## src/rtl/tppe_pkg.sv

```systemverilog
// Shared types and defaults for the Fibre A store and its read pipeline.
// Build option: FIBRE_A_BYPASS_EN (used by fibre_a_store / fibre_a_rd_pipe).
package tppe_pkg;

    localparam int DEF_TIMESTEPS  = 8;
    localparam int DEF_ADDR_WIDTH = 8;

    typedef logic [DEF_TIMESTEPS-1:0]  fibre_t;
    typedef logic [DEF_ADDR_WIDTH-1:0] fa_addr_t;

    typedef enum logic [0:0] {
        ST_INIT  = 1'b0,
        ST_READY = 1'b1
    } fa_state_t;

endpackage

```

## src/rtl/fibre_a_rd_pipe.sv

```systemverilog
// Fixed-latency read response pipeline for the Fibre A store.
// With FIBRE_A_BYPASS_EN defined, each stage also carries its address so that
// writes accepted while a read is in flight are forwarded into that read.
module fibre_a_rd_pipe #(
    parameter int TIMESTEPS    = 8,
`ifdef FIBRE_A_BYPASS_EN
    parameter int ADDR_WIDTH   = 8,
`endif
    parameter int READ_LATENCY = 2
) (
    input  logic                  clk,
    input  logic                  rst_n,
    input  logic                  in_valid,
    input  logic [TIMESTEPS-1:0]  in_data,
`ifdef FIBRE_A_BYPASS_EN
    input  logic [ADDR_WIDTH-1:0] in_addr,
    input  logic                  wr_fire,
    input  logic [ADDR_WIDTH-1:0] wr_addr,
    input  logic [TIMESTEPS-1:0]  wr_data,
`endif
    output logic                  out_valid,
    output logic [TIMESTEPS-1:0]  out_data
);

    logic                 vld     [READ_LATENCY];
    logic [TIMESTEPS-1:0] dat     [READ_LATENCY];
    logic                 nxt_vld [READ_LATENCY];
    logic [TIMESTEPS-1:0] nxt_dat [READ_LATENCY];
`ifdef FIBRE_A_BYPASS_EN
    logic [ADDR_WIDTH-1:0] adr     [READ_LATENCY];
    logic [ADDR_WIDTH-1:0] nxt_adr [READ_LATENCY];
`endif

    // Build the value each stage will load next: stage 0 takes the new request, later stages take their predecessor.
    always_comb begin
        nxt_vld[0] = in_valid;
        nxt_dat[0] = in_data;
`ifdef FIBRE_A_BYPASS_EN
        nxt_adr[0] = in_addr;
`endif
        for (int i = 1; i < READ_LATENCY; i++) begin
            nxt_vld[i] = vld[i-1];
            nxt_dat[i] = dat[i-1];
`ifdef FIBRE_A_BYPASS_EN
            nxt_adr[i] = adr[i-1];
`endif
        end
`ifdef FIBRE_A_BYPASS_EN
        for (int i = 0; i < READ_LATENCY; i++) begin
            if (wr_fire && nxt_vld[i] && (nxt_adr[i] == wr_addr)) begin
                nxt_dat[i] = wr_data;
            end
        end
`endif
    end

    // Shift the pipeline every cycle; data only moves with a valid so the output holds between responses.
    always_ff @(posedge clk or negedge rst_n) begin
        if (!rst_n) begin
            for (int i = 0; i < READ_LATENCY; i++) begin
                vld[i] <= 1'b0;
                dat[i] <= '0;
`ifdef FIBRE_A_BYPASS_EN
                adr[i] <= '0;
`endif
            end
        end else begin
            for (int i = 0; i < READ_LATENCY; i++) begin
                vld[i] <= nxt_vld[i];
                if (nxt_vld[i]) begin
                    dat[i] <= nxt_dat[i];
`ifdef FIBRE_A_BYPASS_EN
                    adr[i] <= nxt_adr[i];
`endif
                end
            end
        end
    end

    assign out_valid = vld[READ_LATENCY-1];
    assign out_data  = dat[READ_LATENCY-1];

endmodule

```

## src/rtl/fibre_a_store.sv

```systemverilog
// Fibre A responder store: spike-vector array, zero-fill sweep FSM, write port,
// fixed-latency read responses, sticky address error and a read counter.
// Build option: FIBRE_A_BYPASS_EN forwards same-address write data into reads.
module fibre_a_store
    import tppe_pkg::*;
#(
    parameter int TIMESTEPS    = DEF_TIMESTEPS,
    parameter int ADDR_WIDTH   = DEF_ADDR_WIDTH,
    parameter int DEPTH        = 128,
    parameter int READ_LATENCY = 2
) (
    input  logic                  clk,
    input  logic                  rst_n,
    input  logic [ADDR_WIDTH-1:0] fibre_a_addr,
    input  logic                  fibre_a_read_en,
    output logic [TIMESTEPS-1:0]  fibre_a_data,
    output logic                  fibre_a_valid,
    input  logic                  wr_en,
    input  logic [ADDR_WIDTH-1:0] wr_addr,
    input  logic [TIMESTEPS-1:0]  wr_data,
    output logic                  wr_ready,
    output logic                  addr_err,
    output logic [15:0]           read_count
);

    localparam int IDX_W = (DEPTH > 1) ? $clog2(DEPTH) : 1;

    logic [TIMESTEPS-1:0] mem [DEPTH];
    fa_state_t            state;
    fa_state_t            state_next;
    logic [IDX_W-1:0]     sweep_ptr;
    logic                 sweep_last;
    logic                 rd_in_range;
    logic                 wr_in_range;
    logic                 rd_masked;
    logic                 wr_fire;
    logic [TIMESTEPS-1:0] rd_raw;

    assign sweep_last  = (sweep_ptr == IDX_W'(DEPTH - 1));
    assign rd_in_range = (32'(fibre_a_addr) < DEPTH);
    assign wr_in_range = (32'(wr_addr) < DEPTH);
    assign rd_masked   = (state == ST_INIT) && (32'(fibre_a_addr) >= 32'(sweep_ptr));
    assign wr_fire     = (state == ST_READY) && wr_en && wr_in_range;
    assign wr_ready    = (state == ST_READY);

    // Read-before-write array lookup; out-of-range and not-yet-swept entries read as zero.
    always_comb begin
        rd_raw = '0;
        if (rd_in_range && !rd_masked) begin
            rd_raw = mem[fibre_a_addr[IDX_W-1:0]];
        end
    end

    // Array write port: the sweep owns it during INIT, the loader afterwards.
    always_ff @(posedge clk) begin
        if (state == ST_INIT) begin
            mem[sweep_ptr] <= '0;
        end else if (wr_fire) begin
            mem[wr_addr[IDX_W-1:0]] <= wr_data;
        end
    end

    // State register and sweep pointer; reset restarts the zero-fill from entry 0.
    always_ff @(posedge clk or negedge rst_n) begin
        if (!rst_n) begin
            state     <= ST_INIT;
            sweep_ptr <= '0;
        end else begin
            state <= state_next;
            if ((state == ST_INIT) && !sweep_last) begin
                sweep_ptr <= sweep_ptr + 1'b1;
            end
        end
    end

    // Leave INIT once the last entry has been cleared; READY is held until reset.
    always_comb begin
        state_next = state;
        case (state)
            ST_INIT:  if (sweep_last) state_next = ST_READY;
            ST_READY: state_next = ST_READY;
            default:  state_next = ST_INIT;
        endcase
    end

    // Sticky error for any accepted-slot access outside the array; writes dropped in INIT do not count.
    always_ff @(posedge clk or negedge rst_n) begin
        if (!rst_n) begin
            addr_err <= 1'b0;
        end else if ((fibre_a_read_en && !rd_in_range) ||
                     ((state == ST_READY) && wr_en && !wr_in_range)) begin
            addr_err <= 1'b1;
        end
    end

    // Saturating count of every sampled read request.
    always_ff @(posedge clk or negedge rst_n) begin
        if (!rst_n) begin
            read_count <= '0;
        end else if (fibre_a_read_en && (read_count != 16'hFFFF)) begin
            read_count <= read_count + 16'd1;
        end
    end

    fibre_a_rd_pipe #(
        .TIMESTEPS    (TIMESTEPS),
`ifdef FIBRE_A_BYPASS_EN
        .ADDR_WIDTH   (ADDR_WIDTH),
`endif
        .READ_LATENCY (READ_LATENCY)
    ) u_rd_pipe (
        .clk       (clk),
        .rst_n     (rst_n),
        .in_valid  (fibre_a_read_en),
        .in_data   (rd_raw),
`ifdef FIBRE_A_BYPASS_EN
        .in_addr   (fibre_a_addr),
        .wr_fire   (wr_fire),
        .wr_addr   (wr_addr),
        .wr_data   (wr_data),
`endif
        .out_valid (fibre_a_valid),
        .out_data  (fibre_a_data)
    );

endmodule
```

## config.mk

```make
export PLATFORM = sky130hd
export DESIGN_NAME = fibre_a_store
export DESIGN_NICKNAME = d
export VERILOG_FILES = /design/src/rtl/tppe_pkg.sv /design/src/rtl/fibre_a_rd_pipe.sv /design/src/rtl/fibre_a_store.sv
export SDC_FILE = /design/constraint.sdc
export NUM_CORES = 1
export LEC_CHECK = 0
export BUFFER_PORTS_ARGS = -buffer_cell sky130_fd_sc_hd__buf_2
export CAP_MARGIN = 20
export CORE_MARGIN = 1
export CORE_UTILIZATION = 35
export CTS_CLUSTER_SIZE = 40
export DETAILED_ROUTE_END_ITERATION = 10
export MAX_ROUTING_LAYER = met4
export PLACE_DENSITY = 0.6
export SYNTH_ARGS = -nofsm -noshare
export SYNTH_HDL_FRONTEND = slang
export SYNTH_HIERARCHICAL = 1
export SYNTH_SLANG_ARGS = --single-unit
```

## constraint.sdc

```tcl
create_clock -name clk -period 10.1 [get_ports clk]
set_input_delay 2.02 -clock clk [delete_from_list [all_inputs] [get_ports clk]]
set_output_delay 2.02 -clock clk [all_outputs]
set_load 0.01 [all_outputs]
```

Yosys cells after proc, flatten, opt, wreduce, memory -nomap -nowiden
Memories as Yosys holds them, arrays and structs flattened.
Cells that the tools add are included.
- output and inout port bits: 27
- logic and storage cells: 41
- RAM bits: 1024
- memories: 1
- register bits after elaboration: 43
- input bits: 28
- bitwise gates (word level): 1
- multiplexer cells: 10
- add/sub/neg operators: 2
- magnitude comparators: 3
- equality and inequality tests: 2
- reduce and logical (&&, ||, !) cells: 14
- memory list (memory ; depth ; bits a word ; rd ports ; clocked after Yosys merged registers in ; wr ports ; RTL line ; source):
    mem ; 128 ; 8 ; 1 ; 0 ; 1 ; fibre_a_store.sv:28 ; logic [TIMESTEPS-1:0] mem [DEPTH];
- operator list (operator ; number):
    $add 16x1->16 const B ; 1
    $lt 8x8->1 const B ; 2
    $mux 8 ; 2
    $ne 16x16->1 const B ; 1
    $ge 8x7->1 ; 1
    $logic_and 1x1->1 ; 8
    $reduce_or 8->1 ; 1
    $add 7x1->7 const B ; 1
    $eq 7x7->1 const B ; 1
    $mux 7 ; 1
    $mux 1 ; 6
    $logic_not 1->1 ; 4
    $pmux 1 s2 ; 1
    $logic_or 1x1->1 ; 1
    $not 1->1 ; 1

Logic depth before layout (Yosys ltp)
Gate-level depths: netlist of the first run.
- depth after elaboration: 7
- depth in mapped cells: 14
- mapped depth without buffers: 10

Modules after synthesis
The synthesis of the first run kept the hierarchy.
- by module, submodules not included (module ; area each (sq um) ; cells each ; instances):
    fibre_a_store ; 41362.2 ; 2072 ; 1
    fibre_a_rd_pipe ; 773.2 ; 44 ; 1

Worst setup path before layout of the first run
OpenSTA, ideal clock, no wires.
- path type: input -> register
- start: input wr_en
- end: memory mem[0][0], data pin
- arrival: 4307 ps
- required time: 9565 ps
- setup time: 535 ps
- path slack: 5258 ps
- cell stages on the path: 4
- path buffers: 1
- cell sequence: nand2_1 -> nor2_2 -> clkbuf_1 -> and2_1
- longest elaborated chain between the ends: 7
- ends and longest elaborated chain (what ; RTL line ; source):
    start, declared ; fibre_a_store.sv:18 ; input logic wr_en,
    $logic_and 1x1->1 (2 in series) ; fibre_a_store.sv:43 ; assign wr_fire = (state == ST_READY) && wr_en && wr_in_range;
    $mux 1 ; fibre_a_store.sv:58 ; end else if (wr_fire) begin
    $mux 1 ; fibre_a_store.sv:56 ; if (state == ST_INIT) begin
    $mux 1 (implied by the code) ; fibre_a_store.sv:59 ; mem[wr_addr[IDX_W-1:0]] <= wr_data;
    $reduce_or 8->1 (no line) ; -- ;
    $mux 8 (no line) ; -- ;
    end, declared ; fibre_a_store.sv:28 ;
Every way passes these cells.

Worst setup path after layout of the first run
- start: input fibre_a_addr[0]
- end: register u_rd_pipe/dat[10] in the netlist's numbering
- longest elaborated chain between the ends: 5
- elaborated cells on any way between the ends: 7
- those cells by class: order compare: 2; mux: 1; reduce/logical: 3; memory: 1
- ends and longest elaborated chain (what ; RTL line ; source):
    start, declared ; fibre_a_store.sv:14 ; input logic [ADDR_WIDTH-1:0] fibre_a_addr,
    parallel branches: the longest is 4 deep, another holds $mem_v2 128x8 ; -- ;
    $mux 8 * ; fibre_a_store.sv:49 ; if (rd_in_range && !rd_masked) begin
    via rd_raw[2] ; fibre_a_store.sv:37 ; logic [TIMESTEPS-1:0] rd_raw;
    end signal, assigned by index ; fibre_a_rd_pipe.sv:71 ; dat[i] <= nxt_dat[i];
    end, declared ; fibre_a_rd_pipe.sv:26 ; logic [TIMESTEPS-1:0] dat [READ_LATENCY];
Mark *: on every way through the listed nets, which the timed path passes.
A chain may end at the register's enable or synchronous reset.

==> flow_summary.json, run 1 <==
{
  "status": "complete, no violations",
  "ir_drop_mv": 0.1518,
  "syn_inst": 2116,
  "ant_nets": 0,
  "slowest_delay_ns": 0.87,
  "startpoint": "fibre_a_addr[0]",
  "drt-initial-drc-count": 2213,
  "seq_area_frac_synth_pct": 75.53,
  "finalSetupViolCount": 0,
  "yosysUniqueCellTypes": 59,
  "synth_edf_count": 1024,
  "fmax_mhz": 194.8,
  "period_needed_ns": 5.135,
  "via_per_inst": 5.427,
  "grt-ovfl-total": 0,
  "cp_slowest_cell": "buf_4",
  "avgRoutedWirePerCell_um": 26.38,
  "post_cts_buffers": 0,
  "place_area_um2": 44030,
  "cts.sinks": 1067,
  "gp_congestion": 0.8389,
  "worst_r2r_startpoint": "wr_ready",
  "h-tree-depth": 3,
  "cts_tree": "done",
  "cp_max_fo": 54,
  "synthFlopType": "edfxtp_1",
  "finalCritPeriodShare_pct": 50.84,
  "synthToLayoutAreaGrowth_pct": 13.40,
  "drc_errors": 0,
  "critPathTopFamily": "compound AO/OA/AOI/OAI gates",
  "timing.hold.ws_ns": 0.4782,
  "fp.dieH_um": 349.0,
  "grt_max_degree": 118,
  "design_area_um2": 47780,
  "port_buffers": 54,
  "path_cells": "buf_8, buf_4, mux4_2, a22oi_1, a21oi_1, a2111oi_2, o32ai_1, mux2_4",
  "routed_wl_um": 102700,
  "drv_cap": 0,
  "hold_class": "reg -> reg",
  "critPathLaunchType": "input port",
  "dr.pass1.iters": 6,
  "synthArstFlopShare_pct": 4.030,
  "tns_ns": 0,
  "power.density_nw_per_um2": 192.9,
  "mostFrequentLayoutCells": "edfxtp_1, mux4_2, nor2_1",
  "cts_made_buffers": 107,
  "worstPathRequired_ns": 10.67,
  "n_antenna_cell": 0,
  "fp-row-count": 126,
  "cts_hold_buf": 0,
  "die_w_um": 349.0,
  "finClkSkew_ns": 0.02666,
  "drive_gt1_share_pct": 22.56,
  "grt_pass1_wl_um": 150000,
  "rsz0062_at_grt": "no",
  "cp-end-kind": "register",
  "layout_commonest_cell": "edfxtp_1",
  "grt_pass1_vias": 21563,
  "slew_violations": 0,
  "place_hpwl_um": 62330,
  "nNetsFinal": 2239,
  "grt.total_usage_pct": 17.31,
  "ys_seq_elements": 1067,
  "tightest_slew_ns": 1.227,
  "antenna_found_initial": 2,
  "path_clk_slew_ns": 0.06,
  "cts_root_buf": "clkbuf_16",
  "maxSlewHeadroom_pct": 18.00,
  "crit_buf_inv": 2,
  "holdCritStartpoint": "addr_err",
  "cts_resized": 0,
  "synthesis.area_um2": 42140,
  "ios": 55,
  "start_util_pct": 35.49,
  "hold_violations": 0,
  "power.total_w": 0.009216,
  "p_leak_nw": 12.84,
  "cp.arrival_ns": 5.70,
  "syn_nets": 2153,
  "clk_latency_ns": 0.68,
  "via_count": 21121,
  "path_class": "in -> reg",
  "postSynthAreaPerCell_um2": 19.91,
  "core_um2": 118700,
  "ys_warn_count": 6,
  "die_area_um2": 121800,
  "clock_path_buffers": 3
}
## worst register-to-register path, delay by kind of cell, from the launching register on
| family | cells | cell delay [ns] |
|---|---|---|
| AND/OR/NAND/NOR | 5 | 1.75 |
| flip-flops | 1 | 0.47 |
| multiplexers | 1 | 0.64 |
| buffers and inverters | 2 | 0.66 |
## metal layers
metal / routed length [um] / GRT usage, % / share of wire [%] / vias to the layer above
met5: 0 / - / 0 / -
met4: 2416 / 4.842 / 2.4 / 0
met3: 8314 / 3.209 / 8.1 / 152
met2: 48640 / 26.70 / 47 / 893
met1: 43290 / 23.48 / 42 / 11243
li1: - / - / - / 8833
## state kept, by name, indices dropped and copies added (netlist names)
register             count
u_rd_pipe/nxt_vld        1
read_count              16
u_rd_pipe/dat            8
mem                   1024
u_rd_pipe/out_valid      1
addr_err                 1
u_rd_pipe/out_data       8
sweep_ptr                7
wr_ready                 1
## logic make-up after synthesis
family | count (synthesis) | synth area share (%)
AND/OR/NAND/NOR | 299 | 3.118
flip-flops | 1067 | 75.53
multiplexers | 360 | 15.02
buffers and inverters | 132 | 1.909
AO/OA/AOI/OAI | 231 | 3.780
adder cells (fa/ha/maj) | 9 | 0.2673
XOR/XNOR | 18 | 0.3742
## synthesized netlist by cell type, drive strengths merged, types with 6 or more instances
master / count / area, um^2
edfxtp: 1024 / 30750
mux4: 211 / 4756
nor2: 147 / 556.8
mux2i: 132 / 1321
buf: 83 / 620.6
nand2: 73 / 274.0
a22oi: 64 / 480.5
a21oi: 60 / 300.3
dfrtp: 43 / 1076
clkbuf: 35 / 131.4
o21ai: 28 / 140.1
nand3: 27 / 140.1
mux2: 17 / 251.5
a22o: 15 / 131.4
a31oi: 14 / 87.58
inv: 14 / 52.55
xnor2: 14 / 122.6
and2: 12 / 76.33
ha: 9 / 112.6
o31ai: 9 / 67.56
a2111oi: 7 / 105.1
nand2b: 6 / 37.54
nand3b: 6 / 45.04
nor2b: 6 / 40.04
o2111ai: 6 / 52.55
o32ai: 6 / 52.55
## metrics by stage
step                setup WS (ns)  std cells  utilization [%]
floorplan                   5.258       2116                -
global placement            4.241       3688            37.08
detailed placement          4.246       3689            37.09
CTS                         4.970       3888            40.17
global route                4.810       3892            40.25
finish                      4.965       3892            40.25
## final timing paths
| check | slack [ns] | to | cells past startpoint |
|---|---|---|---|
| max in group asynchronous | 8.44 | read_count[13] | 2 |
| hold / removal | 0.48 | addr_err | 2 |
| min in group asynchronous | 1.17 | u_rd_pipe/out_data[7] | 1 |
| setup reg to reg | 6.20 | mem[48][2] | 8 |
| setup / recovery | 4.97 | u_rd_pipe/dat[10] | 8 |
| hold reg to reg | 0.48 | addr_err | 2 |
## power breakdown
group	internal [W]	switching [W]	leakage [nW]
clock	0.00243	0.00167	1.79
sequential	0.00479	0.0000273	7.65
combinational	0.000117	0.000185	3.41
total	0.00734	0.00188	12.8
## cell type report
class                           instances  area [um^2]
Inverter                               14        52.55
Clock buffer                          134         2913
Fill cell                           10402        70930
Sequential cell                      1067        31830
Clock inverter                         65        739.5
Timing Repair Buffer                   95        698.2
Tap cell                             1600         2002
Multi-Input combinational cell        917         9552
Power figures use the tool's default switching activity.
==> inputs of run 2 (changes only) <==
==> constraint.sdc (replaced) <==
create_clock -name clk -period 5.01 [get_ports clk]
set_input_delay 1.002 -clock clk [delete_from_list [all_inputs] [get_ports clk]]
set_output_delay 1.002 -clock clk [all_outputs]
set_load 0.01 [all_outputs]
==> flow_summary.json, run 2 (synthesis gave the netlist of run 1 again) <==
{
  "tns_ns": 0,
  "wl_met2_um": 50360,
  "clk_latency_ns": 0.68,
  "slew_violations": 0,
  "worst_r2r_startpoint": "wr_ready",
  "dr_wl_met3_um": 8152,
  "cts_hold_buf": 0,
  "cp-end-kind": "register",
  "synthToLayoutAreaGrowth_pct": 15.31,
  "critPathLaunchType": "input port",
  "status": "complete, no violations",
  "mostFrequentLayoutCells": "edfxtp_1, mux4_2, nor2_1",
  "cp_max_fo": 39,
  "period_needed_ns": 3.526,
  "via_per_inst": 5.386,
  "worstPathRequired_ns": 5.58,
  "place_hpwl_um": 66190,
  "nNetsFinal": 2338,
  "drc_errors": 0,
  "gp_congestion": 0.8811,
  "routed_wl_um": 105700,
  "core_um2": 118700,
  "wl_met1_um": 44650,
  "postLayoutSetupSlackWorst_ns": 1.484,
  "dr.max_layer_used": "met4",
  "post_cts_buffers": 0,
  "tightest_slew_ns": 1.068,
  "cts_tree": "done",
  "antenna_found_initial": 0,
  "dp_slack_ns": 0.7914,
  "cts_root_buf": "clkbuf_16",
  "hold_violations": 0,
  "ant_nets": 0,
  "h-tree-depth": 3,
  "grt-ovfl-total": 0,
  "fp.dieH_um": 349.0,
  "ios": 55,
  "largest_reg_flops": 1024,
  "die_w_um": 349.0,
  "largest-register": "mem",
  "start_util_pct": 35.49,
  "design_area_um2": 48590,
  "drv_cap": 0,
  "finalSetupViolCount": 0,
  "path_clk_slew_ns": 0.06,
  "cts.sinks": 1067,
  "via_count": 21510,
  "layout_commonest_cell": "edfxtp_1",
  "rsz0062_at_grt": "no",
  "cts_resized": 0,
  "grt_pass1_wl_um": 153700,
  "finClkSkew_ns": 0.02260,
  "hold_class": "in -> async",
  "power.density_nw_per_um2": 383.8,
  "die_area_um2": 121800,
  "cts_made_buffers": 108,
  "ir_drop_mv": 0.2658,
  "cp.arrival_ns": 4.09,
  "finalCritPeriodShare_pct": 70.38,
  "avgRoutedWirePerCell_um": 26.46,
  "dr.pass1.iters": 6,
  "drt-initial-drc-count": 2381,
  "p_leak_nw": 13.35,
  "grt_pass1_vias": 21837,
  "grt_max_degree": 98,
  "fmax_mhz": 283.6,
  "grt.total_usage_pct": 17.87,
  "place_area_um2": 44840,
  "fp-row-count": 126,
  "path_class": "in -> reg",
  "clock_path_buffers": 3,
  "n_fill_cell": 10360,
  "drive_gt1_share_pct": 25.83,
  "maxSlewHeadroom_pct": 28.82,
  "largestRegisters": "mem (1024), read_count (16)",
  "startpoint": "fibre_a_addr[1]",
  "port_buffers": 54
}
-- run 2: cell types whose count changed in the layout (fill, tap and decap cells not counted), sizes merged --
cell	change
buf	+98
clkbuf	-7
clkinv	+2
clkinvlp	+8
diode	+1
-- run 2: cell type report --
cell class | instances | area [um^2] | area share (%)
Clock buffer | 127 | 2856 | 5.879
Inverter | 14 | 52.55 | 0.1082
Tap cell | 1600 | 2002 | 4.120
Timing Repair Buffer | 193 | 1498 | 3.083
Sequential cell | 1067 | 31830 | 65.50
Antenna cell | 1 | 2.502 | 0.005150
Clock inverter | 75 | 809.5 | 1.666
Multi-Input combinational cell | 917 | 9540 | 19.64
-- run 2: layer usage --
layer / vias up / GRT usage, %
met5: - / -
met4: 0 / 4.484
met3: 181 / 3.811
met2: 860 / 27.82
met1: 11420 / 23.90
li1: 9049 / -
-- run 2: final timing paths --
path	end	slack, ns	cells past startpoint
hold reg to reg	addr_err	0.48	2
min in group clk	addr_err	0.48	2
hold / removal	u_rd_pipe/out_data[3]	0.13	1
setup reg to reg	mem[80][7]	1.73	6
setup / recovery	u_rd_pipe/dat[12]	1.48	11
max in group asynchronous	sweep_ptr[1]	4.44	2
-- run 2: where the power goes --
group          internal, W  switching [W]  total, W
logic             0.000249       0.000386  0.000635
clock network      0.00486        0.00344   0.00829
registers          0.00967      0.0000535   0.00972
total               0.0148        0.00388    0.0186
-- run 2: worst max-delay path: stages --
cell,delay (ns)
buf_8,0.30
buf_12,0.33
buf_4,0.40
buf_4,0.38
mux2i_1,0.23
a22oi_1,0.13
a31oi_1,0.35
o21ai_1,0.13
o22ai_1,0.35
o22ai_1,0.15
mux2_4,0.27
-- run 2: per-stage QoR --
step | std cells | hold slack, ns | total power (W) | util (%)
after global placement | 3787 | 0.4541 | 0.01053 | 37.77
after global routing | 3993 | 0.1020 | 0.01910 | 40.93
after CTS | 3989 | 0.4787 | 0.01875 | 40.86
final | 3994 | 0.1317 | 0.01865 | 40.93
after floorplan | 2116 | 0.3745 | 0.01031 | -
after detailed placement | 3787 | 0.4628 | 0.01054 | 37.77
==> inputs of run 3 (changes only) <==
--- a/config.mk
+++ b/config.mk
@@ -5,6 +5,7 @@
 export SDC_FILE = /design/constraint.sdc
 export NUM_CORES = 1
 export LEC_CHECK = 0
+export ABC_AREA = 1
 export BUFFER_PORTS_ARGS = -buffer_cell sky130_fd_sc_hd__buf_2
 export CAP_MARGIN = 20
 export CORE_MARGIN = 1
==> constraint.sdc (replaced) <==
create_clock -name clk -period 3.6 [get_ports clk]
set_input_delay 0.72 -clock clk [delete_from_list [all_inputs] [get_ports clk]]
set_output_delay 0.72 -clock clk [all_outputs]
set_load 0.01 [all_outputs]
==> flow_summary.json, run 3 <==
{
  "die_w_um": 366.5,
  "reg2reg_depth": 11,
  "core_um2": 131600,
  "synth_edf_count": 1024,
  "crit_top_cell": "nand2_1",
  "grt_pass1_vias": 30081,
  "tns_ns": 0,
  "critPathTopFamily": "simple AND/OR/NAND/NOR gates",
  "antenna_found_initial": 1,
  "crit_buf_inv": 4,
  "syn_nets": 4524,
  "fp.dieH_um": 366.5,
  "cts_resized": 0,
  "synthToLayoutAreaGrowth_pct": 15.49,
  "cp_max_fo": 14,
  "drv_cap": 0,
  "synthFlopType": "edfxtp_1",
  "tightest_slew_ns": 0.8186,
  "seqPwrFrac_pct": 52.3,
  "status": "complete, no violations",
  "avgRoutedWirePerCell_um": 18.78,
  "worstPathRequired_ns": 3.90,
  "synth.most_common_cell": "nand2_1",
  "seq_area_frac_synth_pct": 68.45,
  "slew_violations": 0,
  "dp_slack_ns": 0.2992,
  "place_hpwl_um": 75960,
  "ios": 55,
  "via_count": 31521,
  "maxSlewHeadroom_pct": 45.30,
  "cp_slowest_cell": "nor2_1",
  "start_util_pct": 35.32,
  "largest-register": "mem",
  "largest_reg_flops": 1024,
  "holdPathStages": 3,
  "ant_nets": 0,
  "slowest_delay_ns": 0.55,
  "place_area_um2": 50230,
  "grt_pass1_wl_um": 184400,
  "synth.top_cell.area_share_pct": 66.13,
  "routed_wl_um": 121800,
  "synthTopCellsByArea": "edfxtp_1, nand2_1, nand3_1, inv_1, dfrtp_1",
  "finalCritPeriodShare_pct": 78.40,
  "hold_violations": 0,
  "grt-ovfl-total": 0,
  "holdCritStartpoint": "wr_en",
  "period_needed_ns": 2.822,
  "swShare_pct": 22.17,
  "post_cts_buffers": 0,
  "gp_congestion": 0.8810,
  "postLayoutSetupSlackWorst_ns": 0.7776,
  "hold_class": "in -> reg",
  "power.share.clock_pct": 42.5,
  "cts_made_buffers": 109,
  "cts_hold_buf": 0,
  "h-tree-depth": 3,
  "comb_power_share_pct": 5.2,
  "hold_end": "addr_err",
  "drive_gt1_share_pct": 11.34,
  "switchingPower_w": 0.005721,
  "via_per_inst": 4.862,
  "syn_inst": 4487,
  "ir_drop_mv": 0.4270,
  "cts_tree": "done",
  "yosys-top-cells-count": "nand2_1, edfxtp_1, nand3_1",
  "clock_path_buffers": 3,
  "drc_errors": 0,
  "synthArstFlopShare_pct": 4.030,
  "reg2reg_slack_ns": 0.78,
  "cp.arrival_ns": 3.12,
  "critPathLaunchType": "register",
  "design_area_um2": 53700,
  "grt_max_degree": 129,
  "port_buffers": 54,
  "nNetsFinal": 4677,
  "path_clk_slew_ns": 0.06,
  "path_cells": "nand2_1, nor2_2, inv_2, buf_4, o21ai_4, inv_2, nand2_1, nor2_1, nand2_1, buf_4, nor2_1",
  "cts_root_buf": "clkbuf_16",
  "clk_latency_ns": 0.69,
  "timing.rr.end": "mem[111][2]",
  "dr.pass1.iters": 6,
  "fp-row-count": 133,
  "mostFrequentLayoutCells": "nand2_1, edfxtp_1, nand3_1",
  "cp-end-kind": "register",
  "n_fill_cell": 12532,
  "die_area_um2": 134300,
  "p_int_w": 0.02009,
  "postSynthAreaPerCell_um2": 10.36,
  "largestRegisters": "mem (1024), read_count (16)",
  "finalSetupViolCount": 0,
  "drt-initial-drc-count": 3155,
  "rsz0062_at_grt": "no",
  "finClkSkew_ns": 0.02725,
  "fmax_mhz": 354.3,
  "yosys.area.top_type": "edfxtp_1",
  "cts.sinks": 1067,
  "synthesis.area_um2": 46500,
  "layout_commonest_cell": "nand2_1",
  "p_leak_nw": 22.47,
  "power.total_w": 0.02581,
  "power.density_nw_per_um2": 480.6,
  "worst_r2r_startpoint": "wr_ready",
  "ys_seq_elements": 1067,
  "grt.total_usage_pct": 18.38,
  "path_class": "reg -> reg",
  "ys_warn_count": 6,
  "yosysUniqueCellTypes": 32
}
[run 3: changes by cell type in the layout (fill, tap and decap cells not counted), sizes merged, moves of 15 or more]
cell	change
a21oi	-47
a22o	-15
a22oi	-64
buf	+89
clkbuf	+15
inv	+610
mux2	-17
mux2i	-132
mux4	-211
nand2	+1331
nand3	+802
nor2	+23
o21ai	-17
or2	+67
[run 3: cell type report]
| class | count | area, um^2 | share of cell area [%] |
|---|---|---|---|
| inverters | 624 | 2360 | 4.394 |
| repair buffers | 284 | 2671 | 4.974 |
| clock inverters | 57 | 539.3 | 1.004 |
| well taps | 1755 | 2196 | 4.089 |
| multi-input cells | 2554 | 11210 | 20.87 |
| diodes | 1 | 2.502 | 0.004660 |
| flip-flops and latches | 1067 | 31830 | 59.27 |
| clock buffers | 141 | 2898 | 5.396 |
[run 3: power by group through the flow]
| stage | Clock [W] | Sequential [W] | Combinational [W] |
|---|---|---|---|
| 2_1_floorplan | 0 | 0.0138 | 0.000841 |
| 3_3_place_gp | 0 | 0.0138 | 0.00133 |
| 3_5_place_dp | 0 | 0.0138 | 0.00134 |
| 4_1_cts | 0.0112 | 0.0135 | 0.00135 |
| 5_1_grt | 0.0116 | 0.0135 | 0.00148 |
| 6_report | 0.0110 | 0.0135 | 0.00135 |
[run 3: layer usage]
metal / up-vias / global-route usage (%) / share of wire [%]
li1: 15005 / - / -
met1: 15291 / 24.49 / 43
met2: 1010 / 29.17 / 48
met3: 215 / 2.373 / 6.0
met4: 0 / 5.745 / 3.2
met5: - / - / 0
[run 3: stage by stage]
step	utilization, %	std cells	hold slack, ns
2_1_floorplan	-	4487	0.3745
3_3_place_gp	38.16	6282	0.4581
3_5_place_dp	38.16	6282	0.4598
4_1_cts	40.77	6480	0.2322
5_1_grt	40.80	6483	0.2832
6_report	40.80	6483	0.2886
[run 3: logic make-up (layout without fill, tap and decap cells)]
group / Yosys count / after routing / synth area share, %
compound gates: 33 / 33 / 0.4924
xor+xnor: 20 / 20 / 0.3767
fa+ha+maj: 9 / 9 / 0.2422
buf+inv: 866 / 1106 / 7.575
flops: 1067 / 1067 / 68.45
other cells: 0 / 1 / 0
simple gates: 2492 / 2492 / 22.87
[run 3: worst min-delay path: stages]
cell	delay (ns)
buf_2	0.09
nand3_1	0.07
nand2_1	0.06
[run 3: how the worst max path moves through the flow]
stage | start | to | slack [ns] | cells past startpoint
floorplan | wr_en | mem[0][0] | -1.28 | 5
global placement | wr_en | mem[17][1] | 0.32 | 11
detailed placement | wr_en | mem[17][7] | 0.30 | 11
CTS | wr_ready | mem[17][3] | 0.78 | 10
global route | wr_ready | mem[111][4] | 0.63 | 11
finish | wr_ready | mem[111][2] | 0.78 | 11
